### config.mk
export PLATFORM = sky130hd
export DESIGN_NAME = decode_stage
export DESIGN_NICKNAME = d
export VERILOG_FILES = /design/src/rtl/decode_pkg.sv /design/src/rtl/decode_stage_hazard.sv /design/src/rtl/decode_stage.sv
export SDC_FILE = /design/constraint.sdc
export NUM_CORES = 1
export LEC_CHECK = 0
export BUFFER_PORTS_ARGS = -buffer_cell sky130_fd_sc_hd__buf_4
export CAP_MARGIN = 20
export CELL_PAD_IN_SITES_DETAIL_PLACEMENT = 0
export CELL_PAD_IN_SITES_GLOBAL_PLACEMENT = 1
export CORE_MARGIN = 8
export CORE_UTILIZATION = 34
export DETAILED_ROUTE_END_ITERATION = 10
export GPL_TIMING_DRIVEN = 0
export MAX_ROUTING_LAYER = met4
export PLACE_DENSITY = 0.78
export SLEW_MARGIN = 20
export SYNTH_ARGS = -nofsm -noshare
export SYNTH_HDL_FRONTEND = slang
export SYNTH_SLANG_ARGS = --single-unit
### constraint.sdc
create_clock -name clk -period 2.9 [get_ports clk]
set_input_delay 0.29 -clock clk [delete_from_list [all_inputs] [get_ports clk]]
set_output_delay 0.29 -clock clk [all_outputs]
set_load 0.05 [all_outputs]
### src/rtl/decode_pkg.sv
// Shared types and constants for the RV32I decode stage: control bundle,
// opcode classes, immediate formats and writeback-select encodings.
package decode_pkg;

  typedef struct packed {
    logic       regWrite;
    logic       MemRead;
    logic       MemWrite;
    logic       ALUSrc;
    logic       BranchSig;
    logic       Jump;
    logic       JAL;
    logic       JALR;
    logic       Branch;
    logic       Load;
    logic [1:0] ALUOp;
    logic [2:0] ImmSrc;
  } ctrl_t;

  typedef enum logic {EMPTY = 1'b0, FULL = 1'b1} stage_state_e;

  localparam logic [6:0] OP_LUI    = 7'b0110111;
  localparam logic [6:0] OP_AUIPC  = 7'b0010111;
  localparam logic [6:0] OP_JAL    = 7'b1101111;
  localparam logic [6:0] OP_JALR   = 7'b1100111;
  localparam logic [6:0] OP_BRANCH = 7'b1100011;
  localparam logic [6:0] OP_LOAD   = 7'b0000011;
  localparam logic [6:0] OP_STORE  = 7'b0100011;
  localparam logic [6:0] OP_ALUIMM = 7'b0010011;
  localparam logic [6:0] OP_ALUREG = 7'b0110011;
  localparam logic [6:0] OP_SYSTEM = 7'b1110011;

  localparam logic [2:0] Imm_I = 3'd0;
  localparam logic [2:0] Imm_S = 3'd1;
  localparam logic [2:0] Imm_B = 3'd2;
  localparam logic [2:0] Imm_U = 3'd3;
  localparam logic [2:0] Imm_J = 3'd4;

  localparam logic [1:0] WB_ALU = 2'd0;
  localparam logic [1:0] WB_MEM = 2'd1;
  localparam logic [1:0] WB_PC4 = 2'd2;

  // Reassembles the scattered immediate bits into a sign-extended 32-bit value.
  function automatic logic [31:0] imm_gen(input logic [31:0] instr, input logic [2:0] sel);
    logic [31:0] imm;
    case (sel)
      Imm_I:   imm = {{20{instr[31]}}, instr[31:20]};
      Imm_S:   imm = {{20{instr[31]}}, instr[31:25], instr[11:7]};
      Imm_B:   imm = {{19{instr[31]}}, instr[31], instr[7], instr[30:25], instr[11:8], 1'b0};
      Imm_U:   imm = {instr[31:12], 12'b0};
      Imm_J:   imm = {{11{instr[31]}}, instr[31], instr[19:12], instr[20], instr[30:21], 1'b0};
      default: imm = 32'b0;
    endcase
    return imm;
  endfunction

endpackage

### src/rtl/decode_stage_hazard.sv
// Load-use hazard detection between the incoming instruction's sources and
// the load currently held in the stage's output register.
module id_hazard (
  input  logic       isLui_i,
  input  logic       isAuipc_i,
  input  logic       isJal_i,
  input  logic       isAluReg_i,
  input  logic       isBranch_i,
  input  logic       isStore_i,
  input  logic       illegal_i,
  input  logic [4:0] rs1_i,
  input  logic [4:0] rs2_i,
  input  logic       heldValid_i,
  input  logic       heldLoad_i,
  input  logic [4:0] heldRd_i,
  output logic       hazard_o
);

  logic usesRs1;
  logic usesRs2;
  logic rdMatch;

  assign usesRs1 = !(isLui_i || isAuipc_i || isJal_i);
  assign usesRs2 = isAluReg_i || isBranch_i || isStore_i;

  // x0 never carries a real value, so a load into it cannot create a dependency.
  assign rdMatch = (usesRs1 && (rs1_i == heldRd_i)) || (usesRs2 && (rs2_i == heldRd_i));
  assign hazard_o = heldValid_i && heldLoad_i && (heldRd_i != 5'd0) && rdMatch && !illegal_i;

endmodule

### src/rtl/decode_stage.sv
// Registered RV32I decode stage with valid/ready handshake, load-use bubble,
// flush and saturating stall counter. Illegal-opcode check: DECODE_ILLEGAL_EN.
module decode_stage
  import decode_pkg::*;
#(
  parameter int DATA_WIDTH = 32,
  parameter int PC_WIDTH   = 32,
  parameter int CNT_WIDTH  = 16
) (
  input  logic                  clk,
  input  logic                  rst_n,
  input  logic                  in_valid,
  output logic                  in_ready,
  input  logic [31:0]           in_instr,
  input  logic [PC_WIDTH-1:0]   in_pc,
  input  logic                  flush,
  output logic                  out_valid,
  input  logic                  out_ready,
  output logic [PC_WIDTH-1:0]   out_pc,
  output logic [4:0]            out_rd,
  output logic [4:0]            out_rs1,
  output logic [4:0]            out_rs2,
  output logic [DATA_WIDTH-1:0] out_imm,
  output ctrl_t                 out_ctrl,
  output logic [1:0]            out_wb_sel,
  output logic                  out_illegal,
  output logic [CNT_WIDTH-1:0]  stall_cnt
);

  logic [6:0] opcode;
  logic isLui, isAuipc, isJal, isJalr, isBranch, isLoad, isStore, isAluImm, isAluReg;
  logic illegal_d;
  ctrl_t ctrl_d;
  logic [1:0] wbSel_d;
  logic [DATA_WIDTH-1:0] imm_d;
  logic hazard;
  logic accept;

  stage_state_e state_q, state_d;
  logic [PC_WIDTH-1:0] pc_q;
  logic [4:0] rd_q, rs1_q, rs2_q;
  logic [DATA_WIDTH-1:0] imm_q;
  ctrl_t ctrl_q;
  logic [1:0] wbSel_q;
  logic illegal_q;
  logic [CNT_WIDTH-1:0] stallCnt_q;

  assign opcode   = in_instr[6:0];
  assign isLui    = (opcode == OP_LUI);
  assign isAuipc  = (opcode == OP_AUIPC);
  assign isJal    = (opcode == OP_JAL);
  assign isJalr   = (opcode == OP_JALR);
  assign isBranch = (opcode == OP_BRANCH);
  assign isLoad   = (opcode == OP_LOAD);
  assign isStore  = (opcode == OP_STORE);
  assign isAluImm = (opcode == OP_ALUIMM);
  assign isAluReg = (opcode == OP_ALUREG);

`ifdef DECODE_ILLEGAL_EN
  logic isSystem;
  assign isSystem  = (opcode == OP_SYSTEM);
  assign illegal_d = !(isLui || isAuipc || isJal || isJalr || isBranch || isLoad ||
                       isStore || isAluImm || isAluReg || isSystem) ||
                     (in_instr[1:0] != 2'b11);
`else
  assign illegal_d = 1'b0;
`endif

  always_comb begin
    ctrl_d           = '0;
    ctrl_d.regWrite  = isLui || isAuipc || isJal || isJalr || isLoad || isAluImm || isAluReg;
    ctrl_d.MemRead   = isLoad;
    ctrl_d.MemWrite  = isStore;
    ctrl_d.ALUSrc    = isLoad || isStore || isAluImm || isJalr || isLui || isAuipc;
    ctrl_d.BranchSig = isBranch;
    ctrl_d.Jump      = isJal || isJalr;
    ctrl_d.JAL       = isJal;
    ctrl_d.JALR      = isJalr;
    ctrl_d.Branch    = isBranch;
    ctrl_d.Load      = isLoad;
    ctrl_d.ALUOp     = isBranch ? 2'b01 : isAluReg ? 2'b10 : isAluImm ? 2'b11 : 2'b00;
    if (isStore)              ctrl_d.ImmSrc = Imm_S;
    else if (isBranch)        ctrl_d.ImmSrc = Imm_B;
    else if (isLui || isAuipc) ctrl_d.ImmSrc = Imm_U;
    else if (isJal)           ctrl_d.ImmSrc = Imm_J;
    else                      ctrl_d.ImmSrc = Imm_I;
    // Strobes with side effects are squashed so a bad opcode cannot corrupt state.
    if (illegal_d) begin
      ctrl_d.regWrite  = 1'b0;
      ctrl_d.MemRead   = 1'b0;
      ctrl_d.MemWrite  = 1'b0;
      ctrl_d.BranchSig = 1'b0;
      ctrl_d.Jump      = 1'b0;
    end
  end

  assign wbSel_d = (isJal || isJalr) ? WB_PC4 : isLoad ? WB_MEM : WB_ALU;
  assign imm_d   = DATA_WIDTH'($signed(imm_gen(in_instr, ctrl_d.ImmSrc)));

  id_hazard u_hazard (
    .isLui_i     (isLui),
    .isAuipc_i   (isAuipc),
    .isJal_i     (isJal),
    .isAluReg_i  (isAluReg),
    .isBranch_i  (isBranch),
    .isStore_i   (isStore),
    .illegal_i   (illegal_d),
    .rs1_i       (in_instr[19:15]),
    .rs2_i       (in_instr[24:20]),
    .heldValid_i (out_valid),
    .heldLoad_i  (ctrl_q.Load),
    .heldRd_i    (rd_q),
    .hazard_o    (hazard)
  );

  assign accept = in_valid && in_ready;

  always_ff @(posedge clk) begin
    if (!rst_n) state_q <= EMPTY;
    else        state_q <= state_d;
  end

  always_comb begin
    state_d = state_q;
    case (state_q)
      EMPTY:   if (accept) state_d = FULL;
      FULL:    if (flush || (out_ready && !accept)) state_d = EMPTY;
      default: state_d = EMPTY;
    endcase
  end

  always_comb begin
    out_valid = (state_q == FULL);
    in_ready  = rst_n && !flush && !hazard && (!out_valid || out_ready);
  end

  always_ff @(posedge clk) begin
    if (!rst_n) begin
      pc_q      <= '0;
      rd_q      <= '0;
      rs1_q     <= '0;
      rs2_q     <= '0;
      imm_q     <= '0;
      ctrl_q    <= '0;
      wbSel_q   <= '0;
      illegal_q <= 1'b0;
    end else if (accept) begin
      pc_q      <= in_pc;
      rd_q      <= in_instr[11:7];
      rs1_q     <= in_instr[19:15];
      rs2_q     <= in_instr[24:20];
      imm_q     <= imm_d;
      ctrl_q    <= ctrl_d;
      wbSel_q   <= wbSel_d;
      illegal_q <= illegal_d;
    end
  end

  always_ff @(posedge clk) begin
    if (!rst_n)
      stallCnt_q <= '0;
    else if (in_valid && hazard && !flush && !(&stallCnt_q))
      stallCnt_q <= stallCnt_q + CNT_WIDTH'(1);
  end

  assign out_pc      = pc_q;
  assign out_rd      = rd_q;
  assign out_rs1     = rs1_q;
  assign out_rs2     = rs2_q;
  assign out_imm     = imm_q;
  assign out_ctrl    = ctrl_q;
  assign out_wb_sel  = wbSel_q;
  assign out_illegal = illegal_q;
  assign stall_cnt   = stallCnt_q;

endmodule

==> qor.json <==
{
  "hold_path": {
    "hold_depth": 3,
    "timing.hold.worst.class": "in -> reg",
    "holdCritStartpoint": "in_pc[7]"
  },
  "synth": {
    "postSynthNetCount": 648,
    "syn_area_per_cell_um2": 8.00,
    "synth_enable_flop_cells": 0,
    "synthesis.instances": 578,
    "flop_and_latch_count_out_of_synthesis": 110,
    "post_synth_instance_area_mm2": 0.00462,
    "synthDistinctLibCells": 52,
    "synth_async_sr_flop_share_pct": 0,
    "synth-seq-area-share_pct": 47.6,
    "synth_flop_cell": "sky130_fd_sc_hd__dfxtp_1",
    "synth.yosys.warnings": 0
  },
  "sta": {
    "hold_viol": 0,
    "timing.slew.headroom_pct": 60.9,
    "final_min_period_over_clock_period_pct": 85.2,
    "actual_slew_at_the_worst_max_slew_pin_ns": 0.585,
    "skew_ns": 0.00547,
    "final.min_clock_period_ns": 2.47,
    "setup_tns_ns": 0,
    "report.final.slew_viol_count": 0,
    "fmax_mhz": 405,
    "final-setup-viol-count": 0,
    "grt_setup_unrepaired": "false"
  },
  "worst_setup_path": {
    "crit_start": "out_rd[3]$_SDFFE_PN0P_",
    "worst_setup_path_start_kind": "flip-flop",
    "critPathKind": "reg -> reg",
    "crit_required_ns": 3.15,
    "worstPathMaxFanout": 10,
    "timing.rr.start": "out_rd[3]$_SDFFE_PN0P_",
    "worst-r2r-cell-count": 8,
    "worstSetupEndpointType": "flip-flop",
    "worstPathArrival_ns": 2.72
  },
  "drt": {
    "top_signal_layer_used": "met4",
    "wl_met2_um": 8280,
    "antenna_violating_nets_post_route": 0,
    "routedLengthMet1_um": 7100,
    "drt_pre_antenna_iters": 5,
    "drc": 0,
    "routedWlPerCell_um": 17.6,
    "dr_total_vias": 4839,
    "vias_per_cell": 5.09,
    "detail_route.iter0.violations": 258,
    "wirelength_um": 16700,
    "route.met3.wl_um": 1020
  },
  "pwr": {
    "net-switching-power_mw": 1.01,
    "leakagePower_nw": 2.99,
    "ir_drop_v": 0.000301,
    "power.density_mw_per_mm2": 552,
    "pwr-share-comb_pct": 16.8,
    "switching_share_pct": 28.0,
    "clockPowerShare_pct": 38.5,
    "cell_internal_power_mw": 2.60,
    "seq_power_share_pct": 44.7
  },
  "die": {
    "floorplan.io_pins": 184,
    "core.rowCount": 42,
    "die_outline_width_um": 133,
    "die_area_mm2": 0.0176,
    "initial_utilization_pct": 34.9,
    "placeableCoreArea_mm2": 0.0132,
    "fp.dieH_um": 133
  },
  "clock_tree": {
    "cts_max_level": 3,
    "cts_made_buffers": 9,
    "clk_path_buf_depth": 2,
    "cts.clk_slew.worst_paths_ns": 0.07,
    "clkLatencyLatePin_ns": 0.36,
    "tritoncts": "built",
    "cts_hold_buf": 0,
    "cts.repair.resized": 0,
    "tritoncts_num_sinks": 110,
    "clock_tree.root_cell": "sky130_fd_sc_hd__clkbuf_16",
    "number_of_buffers_inserted_to_repair_setup_after_cts": 0
  },
  "placement": {
    "post_dp_cell_area_mm2": 0.00620,
    "place.detailed.hpwl_um": 13100,
    "final_estimated_routing_congestion_in_global_placement": 0.863,
    "portBuffers": 180
  },
  "global_routing": {
    "globalRouteOverflowTotal": 0,
    "first_global_vias": 4788,
    "grt_antenna_before_repair": 0,
    "grt_util_all_layers_pct": 19.1,
    "maximum_number_of_pins_on_one_net_before_global_route_repair": 17,
    "global_route_wire_length_before_repair_um": 26200
  },
  "layout": {
    "post_route_cells_drive_above_1_share_pct": 28.7,
    "area.growth.synth_to_final_pct": 41.2,
    "antenna_cells_inserted": 0,
    "layout.nets": 839,
    "final_cell_area_mm2": 0.00653
  },
  "job": {
    "drv.max_cap_violation_count": 0
  },
  "run_status": {
    "status": "finished clean"
  }
}
==> flip-flops by register name, summed over array words and instances, names as in the netlist <==
register	flops
out_ctrl	13
out_imm	32
out_pc	32
out_rd	5
out_rs1	5
out_rs2	5
out_valid	1
out_wb_sel	1
stall_cnt	16
==> cell type report <==
cell class | instances | area (um2)
Clock inverter | 3 | 65.1
Buffer | 47 | 214
Fill cell | 1341 | 6710
Clock buffer | 13 | 270
Multi-Input combinational cell | 416 | 2190
Sequential cell | 110 | 2200
Tap cell | 176 | 220
Timing Repair Buffer | 180 | 1350
Inverter | 5 | 18.8
==> power by group through the flow <==
stage / Clock, mW / Sequential (mW) / Combinational (mW)
3_3_place_gp: 0 / 1.65 / 0.603
2_1_floorplan: 0 / 1.85 / 0.151
5_1_grt: 1.48 / 1.62 / 0.641
4_1_cts: 1.40 / 1.61 / 0.609
3_5_place_dp: 0 / 1.65 / 0.608
6_report: 1.39 / 1.61 / 0.605
==> critical path: stages (launching register included) <==
cell                       delay, ns
sky130_fd_sc_hd__dfxtp_1        0.46
sky130_fd_sc_hd__xor2_1         0.12
sky130_fd_sc_hd__or4_1          0.51
sky130_fd_sc_hd__o31ai_1        0.32
sky130_fd_sc_hd__a21oi_1        0.12
sky130_fd_sc_hd__clkbuf_1       0.29
sky130_fd_sc_hd__clkbuf_1       0.35
sky130_fd_sc_hd__nand2_1        0.16
sky130_fd_sc_hd__nand2_1        0.05
==> cell families (layout without fill, tap and decap cells) <==
| group | count (synthesis) | count (layout) | synth area share [%] |
|---|---|---|---|
| AND/OR/NAND/NOR | 304 | 304 | 32.0 |
| multiplexers | 5 | 5 | 1.08 |
| XOR/XNOR | 10 | 10 | 1.89 |
| other | 1 | 1 | 0.0811 |
| AO/OA/AOI/OAI | 95 | 95 | 12.1 |
| buffers and inverters | 52 | 248 | 5.03 |
| adder cells (fa/ha/maj) | 1 | 1 | 0.271 |
| flip-flops | 110 | 110 | 47.6 |
==> final timing paths <==
kind	to	slack [ns]
worst max register to register	out_rs2[0]$_SDFFE_PN0P_	0.43
worst min-delay path	out_pc[7]$_SDFFE_PN0P_	0.11
worst max-delay path	out_rs2[0]$_SDFFE_PN0P_	0.43
worst min register to register	out_ctrl[8]$_SDFFE_PN0P_	0.45
==> cell usage in the layout, fill, tap and decap left out, types with 4 or more instances in the layout <==
cell                          n
sky130_fd_sc_hd__a22oi_1      4
sky130_fd_sc_hd__xnor2_1      6
sky130_fd_sc_hd__buf_4      185
sky130_fd_sc_hd__xor2_1       4
sky130_fd_sc_hd__clkbuf_1    28
sky130_fd_sc_hd__mux2i_1      5
sky130_fd_sc_hd__nand2b_1     7
sky130_fd_sc_hd__nor3_1       8
sky130_fd_sc_hd__inv_1        5
sky130_fd_sc_hd__buf_2       15
sky130_fd_sc_hd__a21oi_1     35
sky130_fd_sc_hd__and3_1       4
sky130_fd_sc_hd__clkbuf_16    9
sky130_fd_sc_hd__o31ai_1     10
sky130_fd_sc_hd__nor2_1      16
sky130_fd_sc_hd__or4_1        8
sky130_fd_sc_hd__nand2_1    134
sky130_fd_sc_hd__o21ai_0     32
sky130_fd_sc_hd__nand3_1    102
sky130_fd_sc_hd__dfxtp_1    110
==> layer usage <==
layer  vias up  track usage, %
met5         -               -
met4         0            6.06
met3        21            5.11
met2       128            31.8
met1      2306            22.0
li1       2384               -
==> synthesized netlist by cell type (all sizes together) (3+ instances only) <==
master | instances | area (um2)
a22oi | 4 | 30.0
dfxtp | 110 | 2200
clkbuf | 27 | 101
xnor2 | 6 | 52.6
nor3 | 8 | 40.0
inv | 5 | 18.8
and3 | 5 | 36.3
nand3 | 102 | 510
nor4 | 5 | 52.6
o21ai | 33 | 165
nor2 | 16 | 60.1
mux2i | 5 | 50.1
or3 | 3 | 18.8
or4 | 8 | 60.1
buf | 20 | 113
o31ai | 10 | 75.1
a21oi | 35 | 175
xor2 | 4 | 35.0
nand2 | 134 | 503
nand2b | 7 | 43.8
==> per-stage QoR <==
step	std cells	total power [mW]	setup slack, ns	hold slack [ns]	utilization [%]
floorplan	578	2.00	0.419	0.389	-
global placement	934	2.25	0.309	0.443	46.8
detailed placement	934	2.25	0.242	0.445	46.8
CTS	950	3.63	0.448	0.111	49.3
global route	950	3.75	0.238	0.115	49.3
finish	950	3.61	0.429	0.112	49.3
(Power assumes the default switching activity.)
